--- src/rtl/alu_op_issue_decoder_pkg.sv ---
// Shared types for the ALU opcode issue path: opcode mnemonics, instruction
// field positions, the decoded-op record, and the buffer occupancy states.
package alu_op_issue_decoder_pkg;

  localparam int REG_ADDR_W = 3;
  localparam int INSTR_W    = 2 * REG_ADDR_W + 3;

  // Instruction layout, MSB first: op | rd | rs | wb
  localparam int OP_MSB = INSTR_W - 1;
  localparam int OP_LSB = INSTR_W - 2;
  localparam int RD_MSB = OP_LSB - 1;
  localparam int RD_LSB = RD_MSB - REG_ADDR_W + 1;
  localparam int RS_MSB = RD_LSB - 1;
  localparam int RS_LSB = RS_MSB - REG_ADDR_W + 1;
  localparam int WB_BIT = 0;

  typedef enum logic [1:0] {
    ADDU = 2'd0,
    SUBU = 2'd1,
    AND  = 2'd2,
    XOR  = 2'd3
  } op_mne;

  typedef struct packed {
    op_mne                 op;
    logic [REG_ADDR_W-1:0] rd;
    logic [REG_ADDR_W-1:0] rs;
    logic                  wb;
  } alu_issue_t;

  typedef enum logic [1:0] {
    OCC_EMPTY = 2'd0,
    OCC_ONE   = 2'd1,
    OCC_FULL  = 2'd2
  } occ_e;

  // Every opcode encoding is legal, so the op field is taken as-is.
  function automatic alu_issue_t decode_instr(input logic [INSTR_W-1:0] instr);
    alu_issue_t d;
    d.op = op_mne'(instr[OP_MSB:OP_LSB]);
    d.rd = instr[RD_MSB:RD_LSB];
    d.rs = instr[RS_MSB:RS_LSB];
    d.wb = instr[WB_BIT];
    return d;
  endfunction

endpackage

--- src/rtl/alu_issue_fifo.sv ---
// Two-entry FIFO of decoded ALU ops. 1-bit read/write pointers wrap modulo 2;
// the occupancy state supplies the empty/full flags. clr empties the buffer
// and takes priority over push and pop in the same cycle.
module alu_issue_fifo
  import alu_op_issue_decoder_pkg::*;
(
  input  logic       clk,
  input  logic       rst_n,
  input  logic       clr,
  input  logic       push,
  input  logic       pop,
  input  alu_issue_t wdata,
  output alu_issue_t rdata,
  output logic       empty,
  output logic       full
);

  occ_e       occ_q, occ_d;
  logic       wr_ptr_q, wr_ptr_d;
  logic       rd_ptr_q, rd_ptr_d;
  alu_issue_t mem_q [2];
  alu_issue_t mem_d [2];

  // Next-state for pointers, storage and occupancy.
  always_comb begin
    // NOTE: every variable gets a default first so no path leaves it unassigned (no latch).
    occ_d    = occ_q;
    wr_ptr_d = wr_ptr_q;
    rd_ptr_d = rd_ptr_q;
    mem_d    = mem_q;
    if (clr) begin
      occ_d    = OCC_EMPTY;
      wr_ptr_d = 1'b0;
      rd_ptr_d = 1'b0;
    end else begin
      if (push) begin
        mem_d[wr_ptr_q] = wdata;
        wr_ptr_d        = ~wr_ptr_q;
      end
      if (pop) rd_ptr_d = ~rd_ptr_q;
      case (occ_q)
        OCC_EMPTY: if (push) occ_d = OCC_ONE;
        OCC_ONE: begin
          if (push && !pop)      occ_d = OCC_FULL;
          else if (pop && !push) occ_d = OCC_EMPTY;
        end
        OCC_FULL:  if (pop) occ_d = OCC_ONE;
        default:   occ_d = OCC_EMPTY;
      endcase
    end
  end

  // State registers; storage is reset too so the head reads as ADDU/0/0/0 out of reset.
  always_ff @(posedge clk or negedge rst_n) begin
    // NOTE: sequential state uses non-blocking assignments only.
    if (!rst_n) begin
      occ_q    <= OCC_EMPTY;
      wr_ptr_q <= 1'b0;
      rd_ptr_q <= 1'b0;
      // NOTE: the two entries are reset because the head entry drives visible outputs.
      mem_q[0] <= '0;
      mem_q[1] <= '0;
    end else begin
      occ_q    <= occ_d;
      wr_ptr_q <= wr_ptr_d;
      rd_ptr_q <= rd_ptr_d;
      mem_q    <= mem_d;
    end
  end

  assign rdata = mem_q[rd_ptr_q];
  assign empty = (occ_q == OCC_EMPTY);
  assign full  = (occ_q == OCC_FULL);

endmodule

--- src/rtl/alu_op_issue_decoder.sv ---
// ALU op issue decoder: accepts instruction words from fetch, decodes the
// opcode/register fields, buffers up to two ops and issues them to the ALU
// in order. Optional zero-latency bypass when empty: define ALU_ISSUE_BYPASS_EN.
module alu_op_issue_decoder #(
  parameter  int REG_ADDR_W = alu_op_issue_decoder_pkg::REG_ADDR_W,
  localparam int INSTR_W    = 2 * REG_ADDR_W + 3
) (
  input  logic                            clk,
  input  logic                            rst_n,
  input  logic                            flush,
  input  logic                            in_valid,
  output logic                            in_ready,
  input  logic [INSTR_W-1:0]              in_instr,
  output logic                            out_valid,
  input  logic                            out_ready,
  output alu_op_issue_decoder_pkg::op_mne out_op,
  output logic [REG_ADDR_W-1:0]           out_rd,
  output logic [REG_ADDR_W-1:0]           out_rs,
  output logic                            out_wb,
  output logic [15:0]                     issued_cnt
);

  import alu_op_issue_decoder_pkg::*;

  alu_issue_t  dec;
  alu_issue_t  head;
  alu_issue_t  fifo_rdata;
  logic        fifo_empty;
  logic        fifo_full;
  logic        accept;
  logic        issue;
  logic        push;
  logic        pop;
  logic [15:0] issued_cnt_q, issued_cnt_d;

  assign dec      = decode_instr(in_instr);
  assign in_ready = !fifo_full && rst_n;
  // flush wins over both handshakes in the same cycle.
  assign accept   = in_valid && in_ready && !flush;

`ifdef ALU_ISSUE_BYPASS_EN
  // Empty buffer: present the incoming op directly; store it only if the ALU stalls.
  assign out_valid = !fifo_empty || (in_valid && rst_n);
  assign head      = fifo_empty ? dec : fifo_rdata;
  assign issue     = out_valid && out_ready && !flush;
  assign push      = accept && !(fifo_empty && out_ready);
  assign pop       = issue && !fifo_empty;
`else
  assign out_valid = !fifo_empty;
  assign head      = fifo_rdata;
  assign issue     = out_valid && out_ready && !flush;
  assign push      = accept;
  assign pop       = issue;
`endif

  alu_issue_fifo u_fifo (
    .clk   (clk),
    .rst_n (rst_n),
    .clr   (flush),
    .push  (push),
    .pop   (pop),
    .wdata (dec),
    .rdata (fifo_rdata),
    .empty (fifo_empty),
    .full  (fifo_full)
  );

  // Issue counter: one per issue handshake, wraps naturally at 16 bits.
  always_comb begin
    issued_cnt_d = issued_cnt_q;
    if (issue) issued_cnt_d = issued_cnt_q + 16'd1;
  end

  // Issue counter register.
  always_ff @(posedge clk or negedge rst_n) begin
    if (!rst_n) issued_cnt_q <= 16'd0;
    else        issued_cnt_q <= issued_cnt_d;
  end

  assign out_op     = head.op;
  assign out_rd     = head.rd;
  assign out_rs     = head.rs;
  assign out_wb     = head.wb;
  assign issued_cnt = issued_cnt_q;

endmodule

--- config.mk ---
export PLATFORM = sky130hd
export DESIGN_NAME = alu_op_issue_decoder
export DESIGN_NICKNAME = d
export VERILOG_FILES = /design/src/rtl/alu_op_issue_decoder_pkg.sv /design/src/rtl/alu_issue_fifo.sv /design/src/rtl/alu_op_issue_decoder.sv
export SDC_FILE = /design/constraint.sdc
export NUM_CORES = 1
export LEC_CHECK = 0
export CAP_MARGIN = 20
export CORE_MARGIN = 2
export CORE_UTILIZATION = 51
export CTS_BUF_LIST = sky130_fd_sc_hd__clkbuf_4
export DETAILED_ROUTE_END_ITERATION = 6
export GPL_ROUTABILITY_DRIVEN = 0
export PLACE_DENSITY_LB_ADDON = 0.3
export REMOVE_ABC_BUFFERS = 1
export SYNTH_ARGS = -nofsm -noshare
export SYNTH_HDL_FRONTEND = slang
export SYNTH_SLANG_ARGS = --single-unit
--- constraint.sdc ---
create_clock -name clk -period 1.7 [get_ports clk]
set_input_delay 0.17 -clock clk [delete_from_list [all_inputs] [get_ports clk]]
set_output_delay 0.17 -clock clk [all_outputs]
set_load 0.05 [all_outputs]
==> results.ini <==
[outcome]
status=completed

[timing]
rsz0062_at_grt=false
tns_ns=0
finalCritPeriodShare_pct=95.58
worstMarginPinSlew_ns=0.3937
max_freq_ghz=0.6154
finalMaxSlewViolations=0
hold_viol=0
hold-worst-slack_ns=0.2017
slew_headroom_pct=73.75
setup_viol=0
finalClockSkew_ns=0.009543
fin_crit_ns=1.625

[yosys]
ys.warnings.count=0
synth_top_family_by_area=multiplexers
yosys.area_share.adder_pct=1.445
async_flop_share_pct=100.0
synth_edf_count=0
synth_largest_area_cell=dfrtp_1
synth-seq-cells=38
synth.avg_cell_area_um2=12.83
ys_types=28
synth_xor_area_share_pct=8.598
synthMuxAreaShare_pct=18.21
synth_top_area_share_pct=54.91
synth_area_mm2=0.001732
synth_compound_area_share_pct=1.662
yosys_most_used_dff=dfrtp_1
yosys.area_share.simple_pct=13.37
synth_commonest_cells=38 x dfrtp_1, 28 x mux2_2, 12 x xnor2_1, 8 x nand2_1, 7 x nor2_1
synth_cells=135
yosysSeqAreaShare_pct=54.91
yosysMostFrequentCell=dfrtp_1
netlist_top_cells_area=dfrtp_1 55%, mux2_2 18%, xnor2_1 6.1%, xor2_1 2.5%, nand4_1 1.8%

[cells_and_area]
drive_gt1_share_pct=41.36
fill_cells=276
fin_cells=237
syn2layout_area_growth_pct=30.64
fin_area_mm2=0.002262
final_core_util_pct=68.33
antennaDiodeCount=0
nets=206

[clocking]
cts_num_sinks=38
clockRootBuffer=clkbuf_4
cts_tree=built
cts_setup_buffers=0
clock_latency_ns=0.35
numCtsBuffers=5
cts.path.max_buffers=2
path_clk_slew_ns=0.11
htreeDepth=2

[global_route]
grt_pass1_vias=1324
grt_max_degree=33
gr-total-overflow=0
grt_usage_pct=19.58
grt_pass1_wl_um=5947
antenna_found_initial=0

[min_path]
hold_path_class=in -> async

[floorplanning]
row_count=21
start_util_pct=52.31
core_mm2=0.003311
io_pins=41
die_area_mm2=0.003878
die_h_um=62.27
dieWidth_um=62.27

[place]
place_area_mm2=0.002197
dp.cells=228
dp_hpwl_um=2552
io_buffers=40

[power_and_ir_drop]
leakagePower_nw=1.039
power.density_mw_per_mm2=1066
vdd_drop_max_uv=702.7

[worst_setup_path]
crit_family=flip-flops
crit_arrival_ns=1.45
crit_path_end_kind=primary output
critPathMaxFanout=10
start_kind=register
cp_data_required_time_ns=1.53
crit_type=reg -> out
cp.depth=2
cp_num_buf_inv=1
slowest_delay_ns=0.54
crit_chain=mux2_2 -> buf_4
crit_path_top_delay_cell=dfrtp_2
reg2reg_depth=5

[routing]
vias=1218
ant_nets=0
drc=0
first_iter_violations=46
vias_per_cell=5.139
routed_wl_um=3411
wl_per_cell_um=14.39
dr.pass1.iters=4

[flow_run]
cap_violations=0

==> registers in the layout (all words and copies together), names as in the netlist <==
register,cells
u_fifo.mem_q,18
issued_cnt,16
u_fifo.occ_q,2
u_fifo.rd_ptr_q,1
u_fifo.wr_ptr_q,1
==> final timing paths <==
path	startpoint	endpoint	slack (ns)
max	u_fifo.rd_ptr_q$_DFFE_PN0P_	out_rs[1]	0.08
max reg2reg	u_fifo.occ_q[1]$_DFFE_PN0P_	u_fifo.mem_q[5]$_DFFE_PN0P_	0.18
min reg2reg	issued_cnt[15]$_DFFE_PN0P_	issued_cnt[15]$_DFFE_PN0P_	0.49
min in group clk	flush	u_fifo.occ_q[1]$_DFFE_PN0P_	0.43
min	rst_n	u_fifo.occ_q[1]$_DFFE_PN0P_	0.20
max in group asynchronous	rst_n	u_fifo.rd_ptr_q$_DFFE_PN0P_	0.83
==> cell type report <==
cell class                      instances  area [µm²]  area share, %
Timing Repair Buffer                   51       437.9          19.36
Inverter                                3       11.26         0.4978
Clock inverter                          3       16.27         0.7190
Clock buffer                            5       37.54          1.659
Sequential cell                        38       952.2          42.09
Tap cell                               46       57.56          2.544
Multi-Input combinational cell         91       749.5          33.13
==> worst reg2reg max path: stages (launching register included) <==
cell,delay [ns]
dfrtp_1,0.40
nand2b_1,0.15
and4b_1,0.23
and2_1,0.17
buf_12,0.13
mux2_2,0.33
==> logic make-up (layout without fill, tap and decap cells) <==
logic type	count (synthesis)	in the layout
AOI/OAI and AO/OA	4	4
xor gates and xnor gates	17	17
adders and majority gates	2	2
buffers and inverters	6	62
DFF	38	38
muxes	28	28
and+or+nand+nor	40	40
==> cell usage in the layout, fill, tap and decap left out, types with 3 or more instances in the layout <==
master and count:
nand4_1 5, clkbuf_4 5, nor2_1 7, clkdlybuf4s50_1 12, xnor2_1 12, nand2_1 8
xor2_1 5, nand3_1 5, buf_4 35, dfrtp_1 37, inv_1 3, mux2_2 28
==> per-stage QoR <==
| step | power [mW] | setup WS (ns) |
|---|---|---|
| after floorplan | 1.715 | -0.07963 |
| after global placement | 1.951 | 0.02499 |
| after detailed placement | 1.988 | 0.003504 |
| after CTS | 2.441 | 0.05498 |
| after global routing | 2.540 | 0.01403 |
| final | 2.411 | 0.07516 |
==> per-layer routing <==
layer  wire [µm]  part of all wire (%)  track usage, %
met5           0                     0               0
met4          50                   1.5           9.167
met3         152                   4.5           4.167
met2        1836                    54           35.73
met1        1372                    40           21.75
==> power breakdown <==
group	internal [mW]	switching, mW
Clock	0.154	0.296
Combinational	0.327	0.482
Sequential	1.05	0.101
Total	1.53	0.878
==> timing repair <==
item                                    CTS  global route
gates resized for setup                   1             0
hold endpoints to repair                  6             0
endpoints found under the setup margin    9             0
hold buffers                              1             0
No activity file was read; power rests on OpenSTA's default activity.
